===== src/rtl/mmio_arbiter_pkg.sv =====
// mmio_arbiter_pkg: shared types and constants for the mmio arbiter slice.
//   data_width   - access width of an mmio transaction (byte/half/word)
//   arb_state_e  - sequencer state (IDLE / RD_WAIT)
//   master_e     - identifies one of the two bus masters
//   mmio_req_t   - the transaction fields latched toward mmio on a grant
package mmio_arbiter_pkg;

    typedef enum logic [1:0] {
        DB = 2'b00,
        DH = 2'b01,
        DW = 2'b10
    } data_width;

    typedef enum logic {
        IDLE    = 1'b0,
        RD_WAIT = 1'b1
    } arb_state_e;

    typedef enum logic {
        M0 = 1'b0,
        M1 = 1'b1
    } master_e;

    localparam int MMIO_ARB_TIMEOUT_DEFAULT = 16;

    typedef struct packed {
        logic [31:0] addr;
        logic [31:0] wdata;
        logic        rw;
        logic        sign_ex;
        data_width   dw;
    } mmio_req_t;

endpackage


===== src/rtl/mmio_arbiter_if.sv =====
// mmio_arbiter_if: bus bundle between the two masters, the arbiter and mmio.
//   m0_* / m1_*   - request side (req/addr/wdata/rw/sign_ex/dw in,
//                   gnt/rdata/rvalid/rerr back to the master)
//   io_*          - single-ported mmio side (addr/wdata/rw/en/sign_ex/dw out,
//                   io_read/io_read_ready back from mmio)
//   slave modport  - the arbiter's view
//   master modport - the environment's view (masters plus mmio)
interface mmio_arbiter_if;
    import mmio_arbiter_pkg::*;

    logic        m0_req,     m1_req;
    logic [31:0] m0_addr,    m1_addr;
    logic [31:0] m0_wdata,   m1_wdata;
    logic        m0_rw,      m1_rw;
    logic        m0_sign_ex, m1_sign_ex;
    data_width   m0_dw,      m1_dw;

    logic        m0_gnt,     m1_gnt;
    logic [31:0] m0_rdata,   m1_rdata;
    logic        m0_rvalid,  m1_rvalid;
    logic        m0_rerr,    m1_rerr;

    logic [31:0] io_addr;
    logic [31:0] io_wdata;
    logic        io_rw;
    logic        io_en;
    logic        io_sign_ex;
    data_width   io_dw;
    logic [31:0] io_read;
    logic        io_read_ready;

    modport slave (
        input  m0_req, m0_addr, m0_wdata, m0_rw, m0_sign_ex, m0_dw,
        input  m1_req, m1_addr, m1_wdata, m1_rw, m1_sign_ex, m1_dw,
        output m0_gnt, m0_rdata, m0_rvalid, m0_rerr,
        output m1_gnt, m1_rdata, m1_rvalid, m1_rerr,
        output io_addr, io_wdata, io_rw, io_en, io_sign_ex, io_dw,
        input  io_read, io_read_ready
    );

    modport master (
        output m0_req, m0_addr, m0_wdata, m0_rw, m0_sign_ex, m0_dw,
        output m1_req, m1_addr, m1_wdata, m1_rw, m1_sign_ex, m1_dw,
        input  m0_gnt, m0_rdata, m0_rvalid, m0_rerr,
        input  m1_gnt, m1_rdata, m1_rvalid, m1_rerr,
        input  io_addr, io_wdata, io_rw, io_en, io_sign_ex, io_dw,
        output io_read, io_read_ready
    );

endinterface


===== src/rtl/mmio_arbiter_rr_arbiter2.sv =====
// rr_arbiter2: combinational two-way pick.
//   req0, req1  - pending requests
//   last_gnt    - master granted most recently
//   fixed_prio  - 1: req0 always wins contention; 0: alternate on contention
//   gnt         - one-hot grant ({M1, M0}), all zero when nothing requests
module rr_arbiter2
    import mmio_arbiter_pkg::*;
(
    input  logic       req0,
    input  logic       req1,
    input  master_e    last_gnt,
    input  logic       fixed_prio,
    output logic [1:0] gnt
);

    always_comb begin
        gnt = '0;
        if (req0 && req1) begin
            if (fixed_prio || (last_gnt == M1)) begin
                gnt = 2'b01;
            end else begin
                gnt = 2'b10;
            end
        end else if (req0) begin
            gnt = 2'b01;
        end else if (req1) begin
            gnt = 2'b10;
        end
    end

endmodule


===== src/rtl/mmio_arbiter.sv =====
// mmio_arbiter: shares the single-ported mmio block between M0 (CPU LSU)
// and M1 (DMA/debug). One mmio transaction is issued per grant; writes may
// issue every cycle, a read parks the sequencer in RD_WAIT until mmio answers
// or TIMEOUT cycles pass, then the response is routed to the read's owner.
//   clk, rst_n - clock, asynchronous active-low reset
//   bus        - mmio_arbiter_if.slave (master request/response + mmio port)
// Parameters:
//   TIMEOUT    - cycles spent in RD_WAIT before the read completes with rerr
//   FIXED_PRIO - 0: round-robin on contention, 1: M0 always wins
module mmio_arbiter
    import mmio_arbiter_pkg::*;
#(
    parameter int TIMEOUT    = MMIO_ARB_TIMEOUT_DEFAULT,
    parameter bit FIXED_PRIO = 1'b0
) (
    input  logic           clk,
    input  logic           rst_n,
    mmio_arbiter_if.slave  bus
);

    localparam int            CW       = (TIMEOUT > 1) ? $clog2(TIMEOUT) : 1;
    localparam logic [CW-1:0] CNT_LAST = CW'(TIMEOUT - 1);

    arb_state_e    state_q, state_d;
    master_e       owner_q, owner_d;
    master_e       last_gnt_q, last_gnt_d;
    logic [CW-1:0] cnt_q, cnt_d;

    // Registered outputs and their next values.
    mmio_req_t     io_q, io_d;
    logic          io_en_q, io_en_d;
    logic [1:0]    gnt_q, gnt_d;
    logic [1:0]    rvalid_q, rvalid_d;
    logic [1:0]    rerr_q, rerr_d;
    logic [31:0]   rdata0_q, rdata0_d;
    logic [31:0]   rdata1_q, rdata1_d;

    mmio_req_t     m0_fields, m1_fields, win_fields;
    master_e       win_sel;
    logic [1:0]    pick;
    logic          rd_ack, rd_timeout, rd_done, issue;

    assign m0_fields = '{bus.m0_addr, bus.m0_wdata, bus.m0_rw, bus.m0_sign_ex, bus.m0_dw};
    assign m1_fields = '{bus.m1_addr, bus.m1_wdata, bus.m1_rw, bus.m1_sign_ex, bus.m1_dw};

    rr_arbiter2 u_pick (
        .req0       (bus.m0_req),
        .req1       (bus.m1_req),
        .last_gnt   (last_gnt_q),
        .fixed_prio (FIXED_PRIO),
        .gnt        (pick)
    );

    assign win_sel    = pick[1] ? M1 : M0;
    assign win_fields = pick[1] ? m1_fields : m0_fields;

    // An acknowledge on the final counted cycle wins over the timeout.
    assign rd_ack     = (state_q == RD_WAIT) && bus.io_read_ready;
    assign rd_timeout = (state_q == RD_WAIT) && !bus.io_read_ready && (cnt_q == CNT_LAST);
    assign rd_done    = rd_ack || rd_timeout;

    // Arbitration also runs on the edge that leaves RD_WAIT, so the next
    // issue lines up with the read response.
    assign issue = ((state_q == IDLE) || rd_done) && (pick != 2'b00);

    always_ff @(posedge clk or negedge rst_n) begin
        if (!rst_n) begin
            state_q    <= IDLE;
            owner_q    <= M0;
            last_gnt_q <= M1;
            cnt_q      <= '0;
            io_q       <= '{addr: '0, wdata: '0, rw: 1'b0, sign_ex: 1'b0, dw: DW};
            io_en_q    <= 1'b0;
            gnt_q      <= '0;
            rvalid_q   <= '0;
            rerr_q     <= '0;
            rdata0_q   <= '0;
            rdata1_q   <= '0;
        end else begin
            state_q    <= state_d;
            owner_q    <= owner_d;
            last_gnt_q <= last_gnt_d;
            cnt_q      <= cnt_d;
            io_q       <= io_d;
            io_en_q    <= io_en_d;
            gnt_q      <= gnt_d;
            rvalid_q   <= rvalid_d;
            rerr_q     <= rerr_d;
            rdata0_q   <= rdata0_d;
            rdata1_q   <= rdata1_d;
        end
    end

    always_comb begin
        state_d    = state_q;
        owner_d    = owner_q;
        last_gnt_d = last_gnt_q;
        cnt_d      = '0;
        if (issue) begin
            last_gnt_d = win_sel;
            if (!win_fields.rw) begin
                owner_d = win_sel;
            end
        end
        case (state_q)
            IDLE: begin
                if (issue && !win_fields.rw) begin
                    state_d = RD_WAIT;
                end
            end
            RD_WAIT: begin
                if (rd_done) begin
                    state_d = (issue && !win_fields.rw) ? RD_WAIT : IDLE;
                end else begin
                    cnt_d = cnt_q + CW'(1);
                end
            end
            default: state_d = IDLE;
        endcase
    end

    always_comb begin
        io_en_d  = issue;
        io_d     = issue ? win_fields : io_q;
        gnt_d    = issue ? pick : 2'b00;
        rvalid_d = '0;
        rerr_d   = '0;
        rdata0_d = rdata0_q;
        rdata1_d = rdata1_q;
        if (rd_done) begin
            if (owner_q == M0) begin
                rvalid_d[0] = 1'b1;
                rerr_d[0]   = rd_timeout;
                rdata0_d    = rd_ack ? bus.io_read : '0;
            end else begin
                rvalid_d[1] = 1'b1;
                rerr_d[1]   = rd_timeout;
                rdata1_d    = rd_ack ? bus.io_read : '0;
            end
        end
    end

    assign bus.io_addr    = io_q.addr;
    assign bus.io_wdata   = io_q.wdata;
    assign bus.io_rw      = io_q.rw;
    assign bus.io_sign_ex = io_q.sign_ex;
    assign bus.io_dw      = io_q.dw;
    assign bus.io_en      = io_en_q;
    assign bus.m0_gnt     = gnt_q[0];
    assign bus.m1_gnt     = gnt_q[1];
    assign bus.m0_rvalid  = rvalid_q[0];
    assign bus.m1_rvalid  = rvalid_q[1];
    assign bus.m0_rerr    = rerr_q[0];
    assign bus.m1_rerr    = rerr_q[1];
    assign bus.m0_rdata   = rdata0_q;
    assign bus.m1_rdata   = rdata1_q;

endmodule


===== src/flat_wrapper.sv =====
// flat-port wrapper written by rule: the top's interface ports become plain ports
module mmio_arbiter_flat import mmio_arbiter_pkg::*;
#(
    parameter int TIMEOUT    = MMIO_ARB_TIMEOUT_DEFAULT,
    parameter bit FIXED_PRIO = 1'b0
)
  (clk, rst_n, bus_m0_req, bus_m0_addr, bus_m0_wdata, bus_m0_rw, bus_m0_sign_ex, bus_m0_dw, bus_m1_req, bus_m1_addr, bus_m1_wdata, bus_m1_rw, bus_m1_sign_ex, bus_m1_dw, bus_m0_gnt, bus_m0_rdata, bus_m0_rvalid, bus_m0_rerr, bus_m1_gnt, bus_m1_rdata, bus_m1_rvalid, bus_m1_rerr, bus_io_addr, bus_io_wdata, bus_io_rw, bus_io_en, bus_io_sign_ex, bus_io_dw, bus_io_read, bus_io_read_ready);
  mmio_arbiter_if bus_i ();
  input  logic clk;
  input  logic rst_n;
  input wire logic [$bits(bus_i.m0_req)-1:0] bus_m0_req;
  input wire logic [$bits(bus_i.m0_addr)-1:0] bus_m0_addr;
  input wire logic [$bits(bus_i.m0_wdata)-1:0] bus_m0_wdata;
  input wire logic [$bits(bus_i.m0_rw)-1:0] bus_m0_rw;
  input wire logic [$bits(bus_i.m0_sign_ex)-1:0] bus_m0_sign_ex;
  input wire logic [$bits(bus_i.m0_dw)-1:0] bus_m0_dw;
  input wire logic [$bits(bus_i.m1_req)-1:0] bus_m1_req;
  input wire logic [$bits(bus_i.m1_addr)-1:0] bus_m1_addr;
  input wire logic [$bits(bus_i.m1_wdata)-1:0] bus_m1_wdata;
  input wire logic [$bits(bus_i.m1_rw)-1:0] bus_m1_rw;
  input wire logic [$bits(bus_i.m1_sign_ex)-1:0] bus_m1_sign_ex;
  input wire logic [$bits(bus_i.m1_dw)-1:0] bus_m1_dw;
  output wire logic [$bits(bus_i.m0_gnt)-1:0] bus_m0_gnt;
  output wire logic [$bits(bus_i.m0_rdata)-1:0] bus_m0_rdata;
  output wire logic [$bits(bus_i.m0_rvalid)-1:0] bus_m0_rvalid;
  output wire logic [$bits(bus_i.m0_rerr)-1:0] bus_m0_rerr;
  output wire logic [$bits(bus_i.m1_gnt)-1:0] bus_m1_gnt;
  output wire logic [$bits(bus_i.m1_rdata)-1:0] bus_m1_rdata;
  output wire logic [$bits(bus_i.m1_rvalid)-1:0] bus_m1_rvalid;
  output wire logic [$bits(bus_i.m1_rerr)-1:0] bus_m1_rerr;
  output wire logic [$bits(bus_i.io_addr)-1:0] bus_io_addr;
  output wire logic [$bits(bus_i.io_wdata)-1:0] bus_io_wdata;
  output wire logic [$bits(bus_i.io_rw)-1:0] bus_io_rw;
  output wire logic [$bits(bus_i.io_en)-1:0] bus_io_en;
  output wire logic [$bits(bus_i.io_sign_ex)-1:0] bus_io_sign_ex;
  output wire logic [$bits(bus_i.io_dw)-1:0] bus_io_dw;
  input wire logic [$bits(bus_i.io_read)-1:0] bus_io_read;
  input wire logic [$bits(bus_i.io_read_ready)-1:0] bus_io_read_ready;
  assign bus_i.m0_req = bus_m0_req;
  assign bus_i.m0_addr = bus_m0_addr;
  assign bus_i.m0_wdata = bus_m0_wdata;
  assign bus_i.m0_rw = bus_m0_rw;
  assign bus_i.m0_sign_ex = bus_m0_sign_ex;
  assign bus_i.m0_dw = bus_m0_dw;
  assign bus_i.m1_req = bus_m1_req;
  assign bus_i.m1_addr = bus_m1_addr;
  assign bus_i.m1_wdata = bus_m1_wdata;
  assign bus_i.m1_rw = bus_m1_rw;
  assign bus_i.m1_sign_ex = bus_m1_sign_ex;
  assign bus_i.m1_dw = bus_m1_dw;
  assign bus_m0_gnt = bus_i.m0_gnt;
  assign bus_m0_rdata = bus_i.m0_rdata;
  assign bus_m0_rvalid = bus_i.m0_rvalid;
  assign bus_m0_rerr = bus_i.m0_rerr;
  assign bus_m1_gnt = bus_i.m1_gnt;
  assign bus_m1_rdata = bus_i.m1_rdata;
  assign bus_m1_rvalid = bus_i.m1_rvalid;
  assign bus_m1_rerr = bus_i.m1_rerr;
  assign bus_io_addr = bus_i.io_addr;
  assign bus_io_wdata = bus_i.io_wdata;
  assign bus_io_rw = bus_i.io_rw;
  assign bus_io_en = bus_i.io_en;
  assign bus_io_sign_ex = bus_i.io_sign_ex;
  assign bus_io_dw = bus_i.io_dw;
  assign bus_i.io_read = bus_io_read;
  assign bus_i.io_read_ready = bus_io_read_ready;
  mmio_arbiter #(.TIMEOUT(TIMEOUT), .FIXED_PRIO(FIXED_PRIO)) u_core (.clk(clk), .rst_n(rst_n), .bus(bus_i));
endmodule

===== config.mk =====
export PLATFORM = sky130hd
export DESIGN_NAME = mmio_arbiter_flat
export DESIGN_NICKNAME = d
export VERILOG_FILES = /design/src/rtl/mmio_arbiter_pkg.sv /design/src/rtl/mmio_arbiter_if.sv /design/src/rtl/mmio_arbiter_rr_arbiter2.sv /design/src/rtl/mmio_arbiter.sv /design/src/flat_wrapper.sv
export SDC_FILE = /design/constraint.sdc
export NUM_CORES = 1
export LEC_CHECK = 0
export BUFFER_PORTS_ARGS = -buffer_cell sky130_fd_sc_hd__buf_4
export CAP_MARGIN = 5
export CELL_PAD_IN_SITES_DETAIL_PLACEMENT = 1
export CELL_PAD_IN_SITES_GLOBAL_PLACEMENT = 1
export CORE_MARGIN = 2
export CORE_UTILIZATION = 35
export CTS_CLUSTER_DIAMETER = 100
export DETAILED_ROUTE_END_ITERATION = 8
export GPL_TIMING_DRIVEN = 0
export HOLD_SLACK_MARGIN = 0.05
export PLACE_DENSITY_LB_ADDON = 0.08
export SYNTH_ARGS = -nofsm -noshare
export SYNTH_HDL_FRONTEND = slang
export SYNTH_HIERARCHICAL = 1
export SYNTH_SLANG_ARGS = --single-unit
export TNS_END_PERCENT = 100

===== constraint.sdc =====
create_clock -name clk -period 2 [get_ports clk]
set_input_delay 0.4 -clock clk [delete_from_list [all_inputs] [get_ports clk]]
set_output_delay 0.4 -clock clk [all_outputs]
set_load 0.01 [all_outputs]

==> run summary, run 1 <==
Slew HR = 60.1%
Register-to-Register Path Depth = 7
initial detailed-routing violation count = 395
Final Cell Area = 0.0108 sq mm
RSZ-0062 raised after global routing = true
first-pass GRT wire length = 43800 microns
Final ANT Viol Nets = 0
critical path capture point type = flip-flop
io pins = 312
Yosys cell types = 35
final WL = 28200 microns
sequential share of the synthesized area = 49.6%
crit path cell chain = o21ai_1, and2_1, buf_2, nand2b_1, buf_6, clkbuf_1, o311a_1
die width = 149 microns
Longest Clk Path Bufs = 2
worst setup path startpoint = u_core/last_gnt_q
# clock sinks = 146
Synth top cells by count = dfrtp_1 (144), inv_1 (137), nor3_1 (71)
Final setup viols = 0
Req. time, crit path = 2.30 ns
Slew Limit Fails = 0
minimum clock period = 1.92 ns
clk root buf = clkbuf_16
CTS tree = done
worst-path maximum fanout = 10
gr ovfl total = 0
antenna violations before repair = 0
Die Area = 0.0222 sq mm
Max Cap Violations = 0
HPWL after DPL = 20000 microns
PwrDens = 1110 mW/mm^2
#FFs+latches synth = 146
drc violations = 0
Port Buffers = 311
yosys warns = 6
post-DR vias/cell = 5.48
Post-synth EDFFs = 0
post-synth top area cell = dfrtp_1
kind of critical path = flip-flop to flip-flop
setup TNS = 0 ns
DRT Pass-1 Iters = 4
Clock Pin Slew Worst Setup and Hold Paths = 0.07 ns
status = completed
placement row count = 53
chip height = 149 microns
r2r setup slk = 0.08 ns
worst vdd ir = 0.600 mV
largest net degree at the start of global routing = 102
dominant synthesized flop cell = dfrtp_1
crit path capture = u_core/bus.io_addr[22]
Max Fclk = 520 MHz
most frequent cell after synthesis = dfrtp_1
FFs w/ async S/R, synth = 100%
vias = 7513
dpl cell area = 0.0101 sq mm
critical path's largest stage delay = 0.54 ns
CP max-delay cell = dfstp_2
top-area cell type share of the netlist area = 48.9%
routability cong. = 0.753
Filler cells = 2415
Mean Syn Cell Area = 9.83 sq um
Num CTS Buffers = 17
area delta synth->final = 47.1%
layout cells sized above 1 = 37.0%
Hold Fails Final Rpt = 0
vias in the first global route = 7895
Leak Pwr = 5.33 nW
dominant cells by area after synthesis = dfrtp_1 (49%), o311a_1 (9.1%), a32o_1 (7.9%)
crit path DAT = 2.22 ns
Clock Skews = 0.0107 ns
ANT cells = 0
Syn Inst Count = 750
HP Class = primary input to flip-flop
reg-to-reg endpoint = u_core/bus.io_addr[22]
period utilization = 96.2%
WL/cell = 20.5 microns
startpoint types = flip-flop
fin cells = 1372
H-tree depth = 4
Mapped Area = 0.00737 sq mm
all-layer global routing usage = 25.1%
worst skew pair latency = 0.42 ns
Worst-Margin Slew = 0.599 ns
nets@finish = 1258
Starting Density = 35.4%
area of the core = 0.0208 sq mm
Post-Place Cells = 1338
reg2reg start = u_core/last_gnt_q
[metal layers]
| metal | GRT usage, % | vias to the layer above | routed length, microns |
|---|---|---|---|
| li1 | - | 3472 | - |
| met2 | 41.0 | 273 | 13400 |
| met1 | 32.0 | 3730 | 11700 |
| met4 | 8.52 | 0 | 703 |
| met3 | 7.46 | 38 | 2260 |
| met5 | 0 | - | 0 |
[power by group]
group / switching (mW) / total (mW) / internal [mW]
combinational: 1.99 / 4.15 / 2.16
sequential: 0.577 / 4.39 / 3.81
clock: 1.45 / 3.48 / 2.03
[layout by cell type, fill, tap and decap left out, types with 25 or more instances in the layout]
cell type / synthesis / layout
a32o_1: 58 / 58
inv_1: 137 / 137
clkbuf_1: 63 / 33
a31oi_1: 67 / 67
buf_4: 2 / 314
dfrtp_1: 144 / 144
o311a_1: 67 / 67
clkbuf_2: 0 / 25
o211ai_1: 68 / 68
nor3_1: 71 / 70
[kinds of logic after synthesis]
family                     Yosys count  synth area share [%]
adders and majority gates            1                 0.170
xor gates and xnor gates             2                 0.238
and+or+nand+nor                     95                  6.45
other                                1                0.0509
AOI/OAI and AO/OA                  276                  31.4
buffers and inverters              229                  12.1
DFF                                146                  49.6
[stage by stage]
step	hold slack [ns]	setup slack (ns)	utilization (%)	power, mW
after global routing	0.215	-0.0119	52.0	12.7
after detailed placement	0.324	-0.234	48.4	8.56
final	0.229	0.0758	52.0	12.0
after floorplan	0.104	0.142	-	6.26
after CTS	0.200	0.000910	51.7	12.1
after global placement	0.451	-0.338	48.3	8.45
[repair_timing]
| action | in CTS | in global routing |
|---|---|---|
| endpoints found under the hold margin | 45 | 0 |
| gates resized for setup | 14 | 66 |
| setup buffers | 0 | 1 |
| endpoints found under the setup margin | 60 | 70 |
| hold buffers | 1 | 0 |
| pin swaps | 0 | 1 |
[flip-flops by register name, indices dropped and copies added, names as in the netlist, 2 cells and up]
register,cells
u_core/bus.io_addr,32
u_core/bus.m1_rdata,32
u_core/cnt_q,4
u_core/gnt_q,2
u_core/bus.m0_rdata,32
u_core/bus.io_wdata,32
u_core/bus.io_dw,2
u_core/rvalid_q,2
u_core/rerr_q,2
[worst max-delay path: cells and delay by family (launching register included)]
kind | cells | cell delay [ns]
DFF | 1 | 0.54
buffers and inverters | 3 | 0.54
AOI/OAI and AO/OA | 2 | 0.42
and+or+nand+nor | 2 | 0.29
[final cells by class]
type / instances / area (sq um) / share of cell area [%]
Multi-Input combinational cell: 376 / 2840 / 26.2
Clock inverter: 15 / 209 / 1.93
Inverter: 138 / 518 / 4.78
Timing Repair Buffer: 314 / 2390 / 22.0
Tap cell: 275 / 344 / 3.17
Buffer: 91 / 458 / 4.23
Sequential cell: 146 / 3660 / 33.7
Clock buffer: 17 / 425 / 3.93
[worst min-delay path by stage]
stage | slack, ns | from | end | cells past startpoint
3_3_place_gp | 0.45 | u_core/cnt_q[0] | u_core/cnt_q[0] | 1
3_5_place_dp | 0.32 | rst_n | u_core/bus.io_wdata[3] | 1
6_report | 0.23 | bus_io_read[9] | u_core/bus.m0_rdata[9] | 2
4_1_cts | 0.20 | bus_m0_rw | u_core/state_q | 2
5_1_grt | 0.21 | bus_io_read[15] | u_core/bus.m0_rdata[15] | 2
2_1_floorplan | 0.10 | rst_n | u_core/bus.io_addr[0] | 0
(Power assumes the default switching activity.)
==> inputs of run 2 (changes only) <==
--- a/config.mk
+++ b/config.mk
@@ -9,7 +9,7 @@
 export CAP_MARGIN = 5
 export CELL_PAD_IN_SITES_DETAIL_PLACEMENT = 1
 export CELL_PAD_IN_SITES_GLOBAL_PLACEMENT = 1
-export CORE_MARGIN = 2
+export CORE_MARGIN = 3
 export CORE_UTILIZATION = 35
 export CTS_CLUSTER_DIAMETER = 100
 export DETAILED_ROUTE_END_ITERATION = 8
==> run 2 against run 1 <==
Setup slack got worse by 0.024 ns. Cell area is 0.85% lower. Clock skew is 0.00062 ns higher. Sequential cell count unchanged. Cell count fell by 0.51%. Maximum frequency is 1.2% lower. Global-route usage down 0.18 points. Hold slack worse by 0.013 ns. Via count down 0.16%. Total power shrank 2.1%. First-iteration DRC count decreased by 6.3%. Critical endpoint is now u_core/bus.io_wdata[30]. Largest power group unchanged. Highest routed layer unchanged.
==> run summary, run 2 (synthesized netlist as in run 1, its figures left out) <==
placement row count = 52
PwrDens = 1100 mW/mm^2
CTS tree = done
clk root buf = clkbuf_16
vias in the first global route = 7809
HPWL after DPL = 20800 microns
worst skew pair latency = 0.42 ns
Clock Pin Slew Worst Setup and Hold Paths = 0.06 ns
Post-Place Cells = 1333
ANT cells = 0
first-pass GRT wire length = 44400 microns
Worst-Margin Slew = 0.637 ns
# clock sinks = 146
reg-to-reg endpoint = u_core/bus.io_wdata[30]
final WL = 29200 microns
nets@finish = 1256
critical path's top delay family = flip-flops
all-layer global routing usage = 25.0%
pre-CTS setup slack = -0.258 ns
Worst Hold Launch = bus_m0_rw
antenna violations before repair = 0
crit path cell chain = o21ai_1, and2_1, nand2b_1, buf_4, buf_6, clkbuf_8, o311a_1
PnR Total Power = 11.8 mW
Starting Density = 36.1%
CP max-delay cell = dfstp_2
H-tree depth = 4
worst-path maximum fanout = 10
Register-to-Register Path Depth = 7
Final Cell Area = 0.0107 sq mm
chip height = 151 microns
Max Cap Violations = 0
commonest cells after routing, fill and taps aside = buf_4 (315), dfrtp_1 (144), inv_1 (137)
Final setup viols = 0
Die Area = 0.0228 sq mm
largest net degree at the start of global routing = 96
r2r setup slk = 0.05 ns
crit path DAT = 2.25 ns
area delta synth->final = 45.8%
area of the core = 0.0204 sq mm
HP Class = primary input to flip-flop
Longest Clk Path Bufs = 2
dpl cell area = 0.0101 sq mm
Hold Fails Final Rpt = 0
worst hold endpoint = u_core/state_q
reg2reg start = u_core/last_gnt_q
routability cong. = 0.794
CP bufs+invs = 3
Leak Pwr = 5.28 nW
worst vdd ir = 0.631 mV
final core utilization = 52.6%
post-DR vias/cell = 5.50
commonest non-fill, non-tap cell in the layout = buf_4
Slew Limit Fails = 0
WL/cell = 21.4 microns
Final WS setup = 0.0521 ns
Num CTS Buffers = 17
worst hold path depth = 2
Max Fclk = 513 MHz
critical path capture point type = flip-flop
critical path's largest stage delay = 0.55 ns
kind of critical path = flip-flop to flip-flop
drc violations = 0
vias = 7501
Filler cells = 2389
die width = 151 microns
gr ovfl total = 0
fin cells = 1365
DRT Pass-1 Iters = 5
io pins = 312
initial detailed-routing violation count = 370
minimum clock period = 1.95 ns
startpoint types = flip-flop
status = completed
Port Buffers = 311
layout cells sized above 1 = 36.3%
Final ANT Viol Nets = 0
Req. time, crit path = 2.30 ns
Clock Skews = 0.0113 ns
period utilization = 97.4%
Slew HR = 57.6%
run 2: worst reg2reg max path: stages, from the launching register on:
cell	delay, ns
dfstp_2	0.55
o21ai_1	0.06
and2_1	0.24
nand2b_1	0.18
buf_4	0.18
buf_6	0.16
clkbuf_8	0.17
o311a_1	0.30
run 2: how the worst max path moves through the flow:
stage	from	end	slack [ns]	depth (start not counted)
final	u_core/last_gnt_q	u_core/bus.io_wdata[30]	0.05	7
after global routing	u_core/last_gnt_q	u_core/bus.io_wdata[30]	-0.0009	7
after CTS	u_core/cnt_q[0]	u_core/bus.io_addr[19]	0.003	6
after detailed placement	bus_m0_req	u_core/state_q	-0.26	9
after global placement	rst_n	u_core/bus.io_wdata[20]	-0.30	1
after floorplan	u_core/last_gnt_q	u_core/bus.io_addr[0]	0.14	8
run 2: cell type report:
| cell class | count | area [sq um] | area share, % |
|---|---|---|---|
| Multi-Input combinational cell | 376 | 2840 | 26.4 |
| Clock inverter | 13 | 141 | 1.32 |
| Inverter | 138 | 518 | 4.82 |
| Buffer | 90 | 438 | 4.08 |
| Timing Repair Buffer | 313 | 2380 | 22.1 |
| Clock buffer | 19 | 443 | 4.12 |
| Tap cell | 270 | 338 | 3.14 |
| Sequential cell | 146 | 3660 | 34.0 |
run 2: stage by stage:
stage                TNS (ns)  hold slack, ns
CTS                         0           0.205
global route        -0.000890           0.197
floorplan                   0           0.104
finish                      0           0.216
global placement       -49.36           0.455
detailed placement      -9.49           0.404
run 2: power by group:
| group | switching (mW) | internal, mW | total [mW] |
|---|---|---|---|
| registers | 0.592 | 3.81 | 4.41 |
| clock network | 1.42 | 1.79 | 3.22 |
| logic | 2.00 | 2.15 | 4.15 |
run 2: per-layer routing:
metal / wire length, microns / global-route usage, % / vias to the layer above
met1: 12400 / 32.8 / 3731
li1: - / - / 3478
met3: 2270 / 6.52 / 35
met5: 0 / 0 / -
met4: 626 / 7.71 / 0
met2: 14000 / 40.5 / 257
run 2: what timing repair did:
item                                   CTS  global route
resized for setup                       24            31
endpoints found under the hold margin   49             0
hold buffers                             1             0
setup endpoints to repair               72            60
buffers inserted                         0             0
gates cloned                             0             0
